### config.mk
export PLATFORM = sky130hd
export DESIGN_NAME = register_n_flat
export DESIGN_NICKNAME = d
export VERILOG_FILES = /design/src/rtl/register_n_if.sv /design/src/rtl/register_n.sv /design/src/flat_wrapper.sv
export SDC_FILE = /design/constraint.sdc
export NUM_CORES = 1
export LEC_CHECK = 0
export CAP_MARGIN = 20
export CELL_PAD_IN_SITES_DETAIL_PLACEMENT = 1
export CELL_PAD_IN_SITES_GLOBAL_PLACEMENT = 1
export CORE_AREA = 4 4 41 43
export CTS_BUF_LIST = sky130_fd_sc_hd__clkbuf_8
export DETAILED_ROUTE_END_ITERATION = 8
export DIE_AREA = 0 0 45 47
export GPL_ROUTABILITY_DRIVEN = 1
export PLACE_DENSITY = 0.64
export SLEW_MARGIN = 10
export SYNTH_ARGS = -nofsm -noshare
export SYNTH_HDL_FRONTEND = slang
export SYNTH_SLANG_ARGS = --single-unit
### constraint.sdc
create_clock -name clk -period 1.35 [get_ports clk]
set_input_delay 0.27 -clock clk [delete_from_list [all_inputs] [get_ports clk]]
set_output_delay 0.27 -clock clk [all_outputs]
set_load 0.05 [all_outputs]
### src/rtl/register_n_if.sv
// register_n_if: load/data bus of register_n; REGISTER_N_PARITY_EN adds the parity output
interface register_n_if #(parameter int N = 4);
  logic [N-1:0] d;
  logic         load;
  logic [N-1:0] wmask;
  logic [N-1:0] q;
  logic         updated;
`ifdef REGISTER_N_PARITY_EN
  logic         parity;
  modport master (output d, load, wmask, input q, updated, parity);
  modport slave  (input d, load, wmask, output q, updated, parity);
`else
  modport master (output d, load, wmask, input q, updated);
  modport slave  (input d, load, wmask, output q, updated);
`endif
endinterface

### src/rtl/register_n.sv
// register_n: N-bit register with sync clear, masked load and write strobe; REGISTER_N_PARITY_EN adds registered parity
module register_n #(
  parameter int           N         = 4,
  parameter logic [N-1:0] CLEAR_VAL = {N{1'b0}}
) (
  input logic         clk,
  input logic         clear,
  register_n_if.slave bus
);
  logic [N-1:0] r_q;
  logic         r_updated;
  logic [N-1:0] w_q_next;
  assign w_q_next = clear ? CLEAR_VAL
                  : bus.load ? ((bus.wmask & bus.d) | (~bus.wmask & r_q)) : r_q;
  always_ff @(posedge clk) begin
    r_q       <= w_q_next;
    r_updated <= !clear && bus.load;
  end
  assign bus.q       = r_q;
  assign bus.updated = r_updated;
`ifdef REGISTER_N_PARITY_EN
  logic r_parity;
  always_ff @(posedge clk) r_parity <= ^w_q_next;
  assign bus.parity = r_parity;
`endif
endmodule

### src/flat_wrapper.sv
// flat-port wrapper written by rule: the top's interface ports become plain ports
module register_n_flat 
#(
  parameter int           N         = 4,
  parameter logic [N-1:0] CLEAR_VAL = {N{1'b0}}
)
  (clk, clear, bus_d, bus_load, bus_wmask, bus_q, bus_updated);
  register_n_if #(.N(N)) bus_i ();
  input logic clk;
  input logic clear;
  input wire logic [$bits(bus_i.d)-1:0] bus_d;
  input wire logic [$bits(bus_i.load)-1:0] bus_load;
  input wire logic [$bits(bus_i.wmask)-1:0] bus_wmask;
  output wire logic [$bits(bus_i.q)-1:0] bus_q;
  output wire logic [$bits(bus_i.updated)-1:0] bus_updated;
  assign bus_i.d = bus_d;
  assign bus_i.load = bus_load;
  assign bus_i.wmask = bus_wmask;
  assign bus_q = bus_i.q;
  assign bus_updated = bus_i.updated;
  register_n #(.N(N), .CLEAR_VAL(CLEAR_VAL)) u_core (.clk(clk), .clear(clear), .bus(bus_i));
endmodule
==> flow_metrics.env <==
export IMPL_status="completed"
export IMPL_netlist_cell_type_count=7
export IMPL_total_power_uw=534
export IMPL_synth_edff_count=0
export IMPL_maxSlewHeadroom_pct=79.6
export IMPL_tightest_slew_ns=0.305
export IMPL_vias=214
export IMPL_cp_data_required_time_ns=1.50
export IMPL_setup_viol=0
export IMPL_cts_resized=0
export IMPL_yosysMostFrequentCell="dfxtp_1"
export IMPL_viasPerCell=4.12
export IMPL_path_class="in2reg"
export IMPL_synth_top_cell_area_share_pct=49.7
export IMPL_setup_tns_ns=0
export IMPL_root_buffer="clkbuf_8"
export IMPL_reg2regPathDepth=2
export IMPL_syn_avg_cell_area_sq_um=10.6
export IMPL_start_util_pct=15.5
export IMPL_finalMaxSlewViolations=0
export IMPL_crit_path_cell_trace="clkdlybuf4s50_1 > a21bo_1 > a21oi_2"
export IMPL_first_pass_iters=1
export IMPL_grt_pass1_vias=241
export IMPL_grt_usage_pct=8.29
export IMPL_fill_cells=154
export IMPL_wire_per_inst_microns=12.9
export IMPL_synth_top_area_cell="dfxtp_1"
export IMPL_skew_ns=0
export IMPL_tritoncts="done"
export IMPL_die_h_microns=47
export IMPL_rsz0062_at_grt="no"
export IMPL_diodes=0
export IMPL_synth_area_top_cells="dfxtp_1 (50%), a21bo_1 (20%), nand3_1 (9.9%)"
export IMPL_wirelength_microns=669
export IMPL_synth_nets=30
export IMPL_synth_seq_cells=5
export IMPL_die_w_microns=45
export IMPL_drt_iter0_markers=0
export IMPL_maxCapViolations=0
export IMPL_cts_buffer_depth=2
export IMPL_worst_setup_hold_path_clk_slew_ns=0.04
export IMPL_hold_path_depth=2
export IMPL_irDropWorstVdd_mv=0.474
export IMPL_slowest_delay_ns=0.56
export IMPL_timing_fmax_mhz=916
export IMPL_synthCells=19
export IMPL_drtAntennaViolNets=0
export IMPL_post_route_util_pct=34.9
export IMPL_core_sq_mm=0.00130
export IMPL_die_area_sq_mm=0.00212
export IMPL_hold_violations=0
export IMPL_grt_overflow_total=0
export IMPL_cts_inserted_buffers=3
export IMPL_yosysWarnings=0
export IMPL_yosys_top_cells_count="dfxtp_1 (5), a21bo_1 (4), nand3_1 (4), a21oi_1 (3)"
export IMPL_route_detailed_drc=0
export IMPL_syn_area_sq_um=201
export IMPL_grt_max_degree=10
export IMPL_ys_seq_area_share_pct=49.7
export IMPL_synthArstFlopShare_pct=0
export IMPL_antenna_found_initial=0
export IMPL_period_minus_slack_ns=1.09
export IMPL_io_buffers=15
export IMPL_dp_hpwl_microns=501
export IMPL_syn_to_final_growth_pct=125
export IMPL_powerDensity_mw_per_mm2=1180
export IMPL_worstSetupEndpointType="flop"
export IMPL_synth_main_ff_cell="dfxtp_1"
export IMPL_post_cts_setup_buffers=0
export IMPL_htreeDepth=1
export IMPL_startpoint_type="input port"
export IMPL_clock_sinks=5
export IMPL_hold_class="reg2reg"
export IMPL_drive_gt1_share_pct=24.3
export IMPL_fin_crit_sh_pct=80.8
export IMPL_gp_congestion=0.738
export IMPL_cts_hold_buf=0
export IMPL_leakage_uw=0.000177
export IMPL_clkLatencyLatePin_ns=0.22
export IMPL_rrSetupSlack_ns=0.54
export IMPL_slowest_stage="clkdlybuf4s50_1"
export IMPL_cp_arrival_ns=1.24
export IMPL_rows=13
export IMPL_grt_first_pass_wirelength_mm=1.12
export IMPL_top_level_ports=16
export IMPL_fin_nets=49
export IMPL_path_max_fanout=9
[stage by stage]
step	cells	hold WS (ns)	worst slack (ns)	area [sq um]
finish	52	0.608	0.259	454
global route	52	0.641	0.198	454
CTS	52	0.615	0.263	454
detailed placement	48	0.605	0.0480	409
global placement	48	0.598	0.103	409
floorplan	19	0.332	0.302	201
[worst max-delay path by stage]
stage / start / to / slack [ns] / cells after the start
after floorplan: flop / flop / 0.30 / 2
after global placement: bus_load / flop / 0.10 / 3
after detailed placement: bus_load / flop / 0.05 / 3
after CTS: bus_load / flop / 0.26 / 3
after global routing: bus_load / flop / 0.20 / 3
final: bus_load / flop / 0.26 / 3
[layer usage]
metal	global-route usage [%]	wire, microns	up-vias
met1	8.18	250	91
met2	11.0	273	17
met4	8.77	5	0
met3	5.75	139	2
li1	-	-	104
met5	0	0	-
[layout make-up]
cell class                 instances  area [sq um]  area share, %
timing repair buffer              15           200           44.1
sequential                         5           100           22.0
multi-input combinational         13          90.1           19.8
clock buffer                       3          41.3           9.09
tap                               15          18.8           4.13
clock inverter                     1          3.75          0.826
[report_power, final]
| group | leakage (uW) | internal, uW | switching, uW | total (uW) |
|---|---|---|---|---|
| clock | 0.0000269 | 195 | 74.5 | 270 |
| sequential | 0.0000410 | 156 | 6.84 | 163 |
| combinational | 0.000109 | 59.0 | 43.3 | 102 |
[placed cells by master, fill, tap and decap left out]
cell	count
dfxtp_1	5
clkdlybuf4s50_1	10
inv_1	1
buf_12	5
nor2b_1	1
a21oi_1	3
a21bo_1	4
nand3_1	4
clkbuf_8	3
a21oi_2	1
[cell families (layout without fill, tap and decap cells)]
| kind of cell | after synthesis | in the layout | synth area share [%] |
|---|---|---|---|
| buffers and inverters | 1 | 19 | 5.59 |
| and+or+nand+nor | 5 | 5 | 13.0 |
| AOI/OAI and AO/OA | 8 | 8 | 31.7 |
| DFF | 5 | 5 | 49.7 |
[worst max-delay path: cells and delay by family]
kind	cells	cell delay [ns]
buffers and inverters	1	0.56
AO/OA/AOI/OAI	2	0.41
Power figures use the tool's default switching activity.
